`config.mk`:
```
export PLATFORM = sky130hd
export DESIGN_NAME = tank_bank
export DESIGN_NICKNAME = d
export VERILOG_FILES = /design/src/rtl/tank_bank.sv
export SDC_FILE = /design/constraint.sdc
export NUM_CORES = 1
export LEC_CHECK = 0
export ABC_AREA = 1
export CORE_ASPECT_RATIO = 1.75
export CORE_UTILIZATION = 42
export CTS_CLUSTER_SIZE = 20
export DETAILED_ROUTE_END_ITERATION = 8
export GPL_TIMING_DRIVEN = 0
export MAX_ROUTING_LAYER = met4
export PLACE_DENSITY_LB_ADDON = 0.15
export SYNTH_ARGS = -nofsm -noshare
export SYNTH_HDL_FRONTEND = slang
export SYNTH_SLANG_ARGS = --single-unit
```
`constraint.sdc`:
```
create_clock -name Clk -period 7.5 [get_ports Clk]
set_clock_uncertainty 0.15 [all_clocks]
set_input_delay 1.875 -clock Clk [delete_from_list [all_inputs] [get_ports Clk]]
set_output_delay 1.875 -clock Clk [all_outputs]
set_load 0.01 [all_outputs]
```
`src/rtl/tank_bank.sv`:
```
// Per-frame position/facing update for a bank of player tanks, one tank per clock.
// Latency: tick cycle t -> tank i commits at end of t+1+i, frame_done high in t+NUM_TANKS+1.
// No backpressure: a vs rising edge outside IDLE is dropped; a pass always runs to completion.
//
// Ports:
//   Clk, Reset_n      clock and asynchronous active-low reset
//   vs                VGA vertical sync (rising edge = frame tick)
//   keycodes          USB report, KEY_SLOTS bytes, 0x00 = empty slot
//   tank_x / tank_y   top-left coordinates per tank, tank 0 in the LSBs
//   tank_dir          facing per tank: 0 up, 1 down, 2 left, 3 right
//   busy, frame_done  pass in progress / one-cycle pass-complete pulse
// Build option: define TANK_COLLIDE_EN to block moves that would overlap another tank.
module tank_bank #(
    parameter int NUM_TANKS = 2,
    parameter int COORD_W   = 10,
    parameter int KEY_SLOTS = 4,
    parameter int STEP      = 1,
    parameter int TANK_SIZE = 16,
    parameter int X_MIN     = 0,
    parameter int X_MAX     = 639,
    parameter int Y_MIN     = 0,
    parameter int Y_MAX     = 479,
    parameter int SPAWN_X0  = 64,
    parameter int SPAWN_DX  = 480,
    parameter int SPAWN_Y   = 232,
    // per tank {up,down,left,right}, tank 0 in the LSBs
    parameter logic [32*NUM_TANKS-1:0] KEYMAP = {32'h5251504F, 32'h1A160407}
) (
    input  logic                         Clk,
    input  logic                         Reset_n,
    input  logic                         vs,
    input  logic [8*KEY_SLOTS-1:0]       keycodes,
    output logic [NUM_TANKS*COORD_W-1:0] tank_x,
    output logic [NUM_TANKS*COORD_W-1:0] tank_y,
    output logic [2*NUM_TANKS-1:0]       tank_dir,
    output logic                         busy,
    output logic                         frame_done
);

    // Two guard bits so that the candidate can go negative or past the
    // top of the coordinate range without wrapping before the clamp.
    localparam int SW    = COORD_W + 2;
    localparam int IDX_W = (NUM_TANKS > 1) ? $clog2(NUM_TANKS) : 1;

    localparam logic signed [SW-1:0] X_LO   = SW'(X_MIN);
    localparam logic signed [SW-1:0] X_HI   = SW'(X_MAX - TANK_SIZE + 1);
    localparam logic signed [SW-1:0] Y_LO   = SW'(Y_MIN);
    localparam logic signed [SW-1:0] Y_HI   = SW'(Y_MAX - TANK_SIZE + 1);
    localparam logic signed [SW-1:0] STEP_S = SW'(STEP);

    typedef enum logic [1:0] {
        S_IDLE   = 2'd0,
        S_UPDATE = 2'd1,
        S_DONE   = 2'd2
    } state_t;

    state_t                 state, state_nx;
    logic                   vs_prev;
    logic                   tick;
    logic                   last_tank;
    logic [8*KEY_SLOTS-1:0] snap;
    logic [IDX_W-1:0]       idx;

    logic [COORD_W-1:0]     pos_x [NUM_TANKS];
    logic [COORD_W-1:0]     pos_y [NUM_TANKS];
    logic [1:0]             dir   [NUM_TANKS];

    logic                   press_up, press_down, press_left, press_right;
    logic signed [SW-1:0]   cur_x, cur_y, dx, dy, cand_x, cand_y, new_x, new_y;
    logic [COORD_W-1:0]     commit_x, commit_y;
    logic [1:0]             new_dir;
    logic                   blocked;

    assign tick      = vs & ~vs_prev;
    assign last_tank = (idx == IDX_W'(NUM_TANKS - 1));

    // ------------------------------------------------------------------
    // FSM
    // ------------------------------------------------------------------
    always_ff @(posedge Clk or negedge Reset_n) begin
        if (!Reset_n) state <= S_IDLE;
        else          state <= state_nx;
    end

    always_comb begin
        state_nx = state;
        case (state)
            S_IDLE:   if (tick) state_nx = S_UPDATE;
            S_UPDATE: if (last_tank) state_nx = S_DONE;
            S_DONE:   state_nx = S_IDLE;
            default:  state_nx = S_IDLE;
        endcase
    end

    // ------------------------------------------------------------------
    // Move computation for tank idx
    // ------------------------------------------------------------------
    always_comb begin
        int km;
        km          = 32 * int'(idx);
        press_up    = 1'b0;
        press_down  = 1'b0;
        press_left  = 1'b0;
        press_right = 1'b0;
        for (int s = 0; s < KEY_SLOTS; s++) begin
            if (snap[8*s +: 8] == KEYMAP[km + 24 +: 8]) press_up    = 1'b1;
            if (snap[8*s +: 8] == KEYMAP[km + 16 +: 8]) press_down  = 1'b1;
            if (snap[8*s +: 8] == KEYMAP[km +  8 +: 8]) press_left  = 1'b1;
            if (snap[8*s +: 8] == KEYMAP[km      +: 8]) press_right = 1'b1;
        end

        // Opposite keys cancel on each axis.
        dy = '0;
        if (press_up && !press_down)      dy = -STEP_S;
        else if (press_down && !press_up) dy = STEP_S;
        dx = '0;
        if (press_left && !press_right)      dx = -STEP_S;
        else if (press_right && !press_left) dx = STEP_S;

        cur_x  = $signed({2'b00, pos_x[idx]});
        cur_y  = $signed({2'b00, pos_y[idx]});
        cand_x = cur_x + dx;
        cand_y = cur_y + dy;

        if (cand_x < X_LO)      new_x = X_LO;
        else if (cand_x > X_HI) new_x = X_HI;
        else                    new_x = cand_x;
        if (cand_y < Y_LO)      new_y = Y_LO;
        else if (cand_y > Y_HI) new_y = Y_HI;
        else                    new_y = cand_y;

        new_dir = dir[idx];
        if (press_up)         new_dir = 2'd0;
        else if (press_down)  new_dir = 2'd1;
        else if (press_left)  new_dir = 2'd2;
        else if (press_right) new_dir = 2'd3;

        blocked = 1'b0;
`ifdef TANK_COLLIDE_EN
        // Compare against committed positions: tanks earlier in this pass
        // have already moved, later ones still hold last frame's position.
        for (int j = 0; j < NUM_TANKS; j++) begin
            logic signed [SW-1:0] ddx, ddy;
            ddx = new_x - $signed({2'b00, pos_x[j]});
            ddy = new_y - $signed({2'b00, pos_y[j]});
            if (ddx < 0) ddx = -ddx;
            if (ddy < 0) ddy = -ddy;
            if (j != int'(idx) && ddx < SW'(TANK_SIZE) && ddy < SW'(TANK_SIZE))
                blocked = 1'b1;
        end
`endif

        // Clamped values are always inside the coordinate range.
        commit_x = blocked ? pos_x[idx] : COORD_W'(new_x);
        commit_y = blocked ? pos_y[idx] : COORD_W'(new_y);
    end

    // ------------------------------------------------------------------
    // Datapath registers
    // ------------------------------------------------------------------
    always_ff @(posedge Clk or negedge Reset_n) begin
        if (!Reset_n) begin
            vs_prev    <= 1'b0;
            snap       <= '0;
            idx        <= '0;
            busy       <= 1'b0;
            frame_done <= 1'b0;
            for (int i = 0; i < NUM_TANKS; i++) begin
                pos_x[i] <= COORD_W'(SPAWN_X0 + i * SPAWN_DX);
                pos_y[i] <= COORD_W'(SPAWN_Y);
                dir[i]   <= 2'd0;
            end
        end else begin
            vs_prev    <= vs;
            busy       <= (state_nx == S_UPDATE);
            frame_done <= (state_nx == S_DONE);
            case (state)
                S_IDLE: begin
                    if (tick) begin
                        snap <= keycodes;
                        idx  <= '0;
                    end
                end
                S_UPDATE: begin
                    pos_x[idx] <= commit_x;
                    pos_y[idx] <= commit_y;
                    dir[idx]   <= new_dir;
                    if (!last_tank) idx <= idx + 1'b1;
                end
                default: ;
            endcase
        end
    end

    always_comb begin
        tank_x   = '0;
        tank_y   = '0;
        tank_dir = '0;
        for (int i = 0; i < NUM_TANKS; i++) begin
            tank_x[i*COORD_W +: COORD_W] = pos_x[i];
            tank_y[i*COORD_W +: COORD_W] = pos_y[i];
            tank_dir[2*i +: 2]           = dir[i];
        end
    end

endmodule

```
After elaboration in Yosys (flattened, before gate mapping)
Cells that the tools add are included.
{"block": "totals", "out_inout_bits": 46, "in_bits": 35, "word_cells": 114, "reg_bits": 82}
{"block": "op_classes", "n_reduce_logical": 13, "bitwise": 3, "eq_ne": 20, "add_sub_neg": 6, "muxes": 50, "n_lt_le_gt_ge": 6, "shift": 4}
{"operator": "64-bit by 8-bit indexed part select with 8-bit output, first input constant", "count": 3}
{"operator": "8-bit == test", "count": 16}
{"operator": "10-bit 2-to-1 mux", "count": 11}
{"operator": "64-bit by 7-bit indexed part select with 8-bit output, first input constant", "count": 1}
{"operator": "20-bit bitwise mux", "count": 2}
{"operator": "11-bit by 12-bit adder with 12-bit output", "count": 2}
{"operator": "12-bit by 1-bit less-than comparator with 1-bit output, second input constant", "count": 2}
{"operator": "12-bit 2-to-1 mux", "count": 2}
{"operator": "1-bit 2-to-1 mux", "count": 20}
{"operator": "2-bit 2-to-1 mux", "count": 10}
{"operator": "6-bit by 5-bit adder with 7-bit output, second input constant", "count": 2}
{"operator": "12-bit by 10-bit greater-than comparator with 1-bit output, second input constant", "count": 1}
{"operator": "12-bit by 11-bit greater-than comparator with 1-bit output, second input constant", "count": 1}
{"operator": "10-bit demux with 1-bit select", "count": 1}
{"operator": "6-bit by 4-bit adder with 7-bit output, second input constant", "count": 1}
{"operator": "1-bit logical AND", "count": 5}
{"operator": "4-bit bitwise mux", "count": 1}
{"operator": "2-bit by 1-bit == test with 1-bit output, second input constant", "count": 2}
{"operator": "1-bit zero test", "count": 4}
{"operator": "2-bit case mux with 2 select lines", "count": 1}
{"operator": "2-bit AND reduction", "count": 2}
{"operator": "2-bit demux with 1-bit select", "count": 1}
{"operator": "2-bit == test, second input constant", "count": 1}
{"operator": "2-bit >= comparator, second input constant", "count": 1}
{"operator": "other kinds (9)", "count": 9}

Depth between registers and ports, before layout
{"block": "logic_depth", "word_depth": 16, "mapped_depth": 33, "mapped_depth_nobuf": 31}

Worst setup path before layout
OpenSTA, ideal clock, no wires.
{"block": "synth_path", "path_kind": "register to register", "startpoint": "register idx", "endpoint": "register pos_x, in the netlist tank_x[12]", "setup_time_ns": 0.066, "n_path_buf": 3, "stages_incl_launch_ff": 26, "synth_period_minus_slack_ns": 3.744, "path_slack_ns": 3.756, "required_ns": 7.284, "arrival_time_ns": 3.529, "cell_sequence": "dfrtp_1 > inv_2 > buf_6 > buf_2 > nor2_1 > nor3b_1 > nand3_1 > inv_1 > nand2_1 > o21ai_0 > nor2_1 > inv_1 > ha_1 > ha_1 > a21oi_1 > nand2_1 > a21oi_1 > nand3_1 > nand2_4 > nand3_2 > nor2_1 > nand2_1 > nand3_2 > buf_6 > nand4_1 > nand2_1"}
{"block": "synth_between", "elab_chain_len": 16, "word_cells_on_any_way": 40, "cone_classes": "add/sub: 2; order compare: 4; eq/ne: 8; shift: 2; mux: 18; bitwise: 1; reduce/logical: 5"}
{"item": "start: declaration", "line": "62", "rtl": "logic [IDX_W-1:0] idx;"}
{"item": "start signal: assignment", "line": "188", "rtl": "if (!last_tank) idx <= idx + 1'b1;"}
{"item": "6-bit by 4-bit adder with 7-bit output", "line": "108", "rtl": "if (snap[8*s +: 8] == KEYMAP[km + 8 +: 8]) press_left = 1'b1;"}
{"item": "64-bit by 8-bit indexed part select with 8-bit output", "line": "108"}
{"item": "8-bit == test", "line": "108"}
{"item": "1-bit 2-to-1 mux (4 in a row)", "line": "108"}
{"item": "1-bit zero test", "line": "118", "rtl": "else if (press_right && !press_left) dx = STEP_S;"}
{"item": "1-bit logical AND", "line": "118"}
{"item": "1-bit 2-to-1 mux", "line": "118"}
{"item": "12-bit 2-to-1 mux", "line": "117", "rtl": "if (press_left && !press_right) dx = -STEP_S;"}
{"item": "11-bit by 12-bit adder with 12-bit output", "line": "122", "rtl": "cand_x = cur_x + dx;"}
{"item": "12-bit by 11-bit greater-than comparator with 1-bit output", "line": "126", "rtl": "else if (cand_x > X_HI) new_x = X_HI;"}
{"item": "10-bit 2-to-1 mux", "line": "126"}
{"item": "10-bit 2-to-1 mux", "line": "125", "rtl": "if (cand_x < X_LO) new_x = X_LO;"}
{"item": "20-bit bitwise mux *", "line": "185", "rtl": "pos_x[idx] <= commit_x;"}
{"item": "end signal: indexed assignment", "line": "169", "rtl": "pos_x[i] <= COORD_W'(SPAWN_X0 + i * SPAWN_DX);"}
{"item": "end signal: indexed assignment", "line": "185"}
{"item": "end: declaration", "line": "64", "rtl": "logic [COORD_W-1:0] pos_x [NUM_TANKS];"}
Mark *: on every way between the ends. The rest lies on a longest branch, timed or not. The select of a mux whose other input is x is not followed.
A chain may end at the register's enable or synchronous reset.

Worst setup path in the final report
{"block": "layout_path", "startpoint": "register idx", "endpoint": "register pos_x, in the netlist tank_x[2]"}
Same word-level chain as after synthesis.

==> flow_summary.yaml <==
clock_network:
  cts_resized: 0
  root_buffer: "clkbuf_16"
  clkSinkCount: 82
  cts.clk_slew.worst_paths_ns: 0.07
  clock_path_buffers: 2
  cts_buffers: 9
  postCtsHoldBufs: 0
  clock_latency_ns: 0.34
  tritoncts: "built"
  htreeDepth: 3
  cts_setup_buffers: 0
floorplanning:
  ioPinCount: 81
  die-area_um2: 13700
  die_h_um: 154
  die_x_um: 88.8
  start_util_pct: 43.0
  num_rows: 55
  core_um2: 12900
timing:
  rsz0062_at_grt: "no"
  maxSlewHeadroom_pct: 55.4
  hold_viol_final: 0
  tns_ns: 0
  setup_viol: 0
  period_share_pct: 64.1
  tightest_slew_ns: 0.669
  slew_violations: 0
  clock.fmax_mhz: 208
  period_minus_slack_ns: 4.81
critical_path:
  crit_required_ns: 7.63
  rrSetupSlack_ns: 2.69
  crit_path_end: "tank_x[2]"
  rr_worst_depth: 25
  critPathKind: "flip-flop to flip-flop"
  critPathCaptureType: "flip-flop"
  cp.arrival_ns: 4.94
  worst-path-max-fanout: 14
  reg2reg_to: "tank_x[2]"
  rr_startpoint: "idx"
  start_kind: "flip-flop"
  crit_start: "idx"
place:
  hpwl_um: 12100
  gp_congestion: 0.938
  io_buffer_count: 80
global_route:
  top_usage_layer: "met2"
  grt_start_max_net_pins: 59
  grt_pass1_vias: 5206
  antenna_found_initial: 0
  met3_usage_pct: 3.38
  grt.total_usage_pct: 25.1
  grt_overflow: 0
  met2_usage_pct: 46.1
  grt.met1_usage_pct: 25.8
  grt_pass1_wl_um: 25100
power_and_ir_drop:
  cellLeakagePower_uw: 0.00354
  ir_drop_v: 0.000179
  powerDensity_nw_per_um2: 442
yosys:
  synth.yosys.seq_area_share_pct: 37.3
  syn_area_um2: 5540
  yosysTopAreaCell: "dfrtp_1"
  postSynthNetCount: 860
  ys_types: 44
  synth_commonest_cells: "338 x nand2_1, 79 x inv_1, 71 x dfrtp_1, 58 x nand3_1, 48 x nor2_1"
  synth_cells: 802
  synth-warning-count: 0
  synth_top_area_share_pct: 32.1
  yosys-top-cells-area: "dfrtp_1 32%, nand2_1 23%, inv_1 5.4%"
  async_reset_ff_share_pct: 100
  yosysMostFrequentCell: "nand2_1"
  synth_edf_count: 0
  ys_seq_elements: 82
  dominantRegCellSynth: "dfrtp_1"
  avgSynthCellArea_um2: 6.91
routing:
  drc: 0
  drtIter0Drc: 264
  postRouteAntennaNets: 0
  routedWlPerCell_um: 14.4
  wl_um: 15400
  vias: 5367
  dr.pass1.iters: 5
  drt-vias-per-instance: 5.02
finish:
  multi_input_area_um2: 3020
  drive_above_1_share_pct: 7.01
  final_util_pct: 53.3
  ff_latch_area_um2: 2070
  insertedDiodeCount: 0
  final_nets: 952
  syn_to_final_growth_pct: 23.8
  fillers: 1310
run_status:
  status: "finished, final reports clean"
job:
  drv_cap: 0
min_path:
  min_path_type: "flip-flop to flip-flop"
flip-flops by register name, summed over array words and instances (netlist names):
signal	flops
busy	1
frame_done	1
idx	1
snap	32
state	2
tank_dir	4
tank_x	20
tank_y	20
vs_prev	1
metal layers:
layer / up-vias / wire length (um)
met1: 2466 / 5860
met2: 121 / 8580
met3: 30 / 454
met5: - / 0
met4: 0 / 504
li1: 2750 / -
how the worst min path moves through the flow:
stage / startpoint / end / slack, ns / depth (start not counted)
3_5_place_dp: snap[31] / snap[31] / 0.31 / 2
3_3_place_gp: snap[31] / snap[31] / 0.31 / 2
2_1_floorplan: snap[7] / snap[7] / 0.29 / 2
6_report: tank_x[19] / tank_x[19] / 0.32 / 2
4_1_cts: tank_x[19] / tank_x[19] / 0.33 / 2
5_1_grt: tank_x[19] / tank_x[19] / 0.34 / 2
area by class of cell:
| class | count | area share, % |
|---|---|---|
| buffer | 28 | 2.12 |
| clock buffer | 10 | 3.34 |
| clock inverter | 6 | 0.730 |
| inverter | 81 | 4.43 |
| multi-input combinational | 611 | 44.1 |
| sequential | 82 | 30.1 |
| tap | 171 | 3.12 |
| timing repair buffer | 81 | 12.0 |
cells in the final DEF (no fill, tap or decap), types with 17 or more instances in the layout:
cell type / Yosys / final
nand2_1: 338 / 338
inv_1: 79 / 79
clkdlybuf4s50_1: 0 / 79
dfrtp_1: 71 / 71
nand3_1: 58 / 58
nor2_1: 48 / 48
o21ai_0: 37 / 37
ha_1: 23 / 23
nand4_1: 20 / 20
clkbuf_1: 16 / 17
power by group:
group,switching (uW),internal (uW)
clock network,192,229
registers,149,638
logic,1140,679
total,1480,1550
critical path, cell delays in order (launching register included):
cell and delay (ns):
dfrtp_1 0.40, inv_2 0.07, buf_6 0.15, buf_2 0.24, nor2_1 0.06, nor3b_1 0.40
nand3_1 0.13, inv_1 0.11, nand2_1 0.06, o21ai_0 0.14, nor2_1 0.11, inv_1 0.09
ha_1 0.54, ha_1 0.41, a21oi_1 0.20, nand2_1 0.09, a21oi_1 0.22, nand3_1 0.16
nand2_4 0.18, nand3_2 0.12, nor2_1 0.12, nand2_1 0.07, nand3_2 0.16, buf_6 0.17
nand4_1 0.09, nand2_1 0.09
cells by family (layout without fill, tap and decap cells):
family | Yosys count | in the layout | synth area share [%]
buf+inv | 109 | 206 | 8.11
fa+ha+maj | 23 | 23 | 5.20
compound gates | 71 | 71 | 7.52
flops | 82 | 82 | 37.3
simple gates | 501 | 501 | 38.6
xor+xnor | 16 | 16 | 3.28
through the flow:
step	worst slack, ns	hold slack (ns)	total power (uW)	cell area (um^2)	std cells
after floorplan	3.76	0.293	2010	5540	802
after global placement	1.48	0.310	2590	6550	1053
after detailed placement	2.68	0.311	2610	6580	1054
after CTS	2.65	0.325	3040	6860	1070
after global routing	2.15	0.337	3300	6860	1070
final	2.69	0.324	3030	6860	1070
Power figures use the tool's default switching activity.
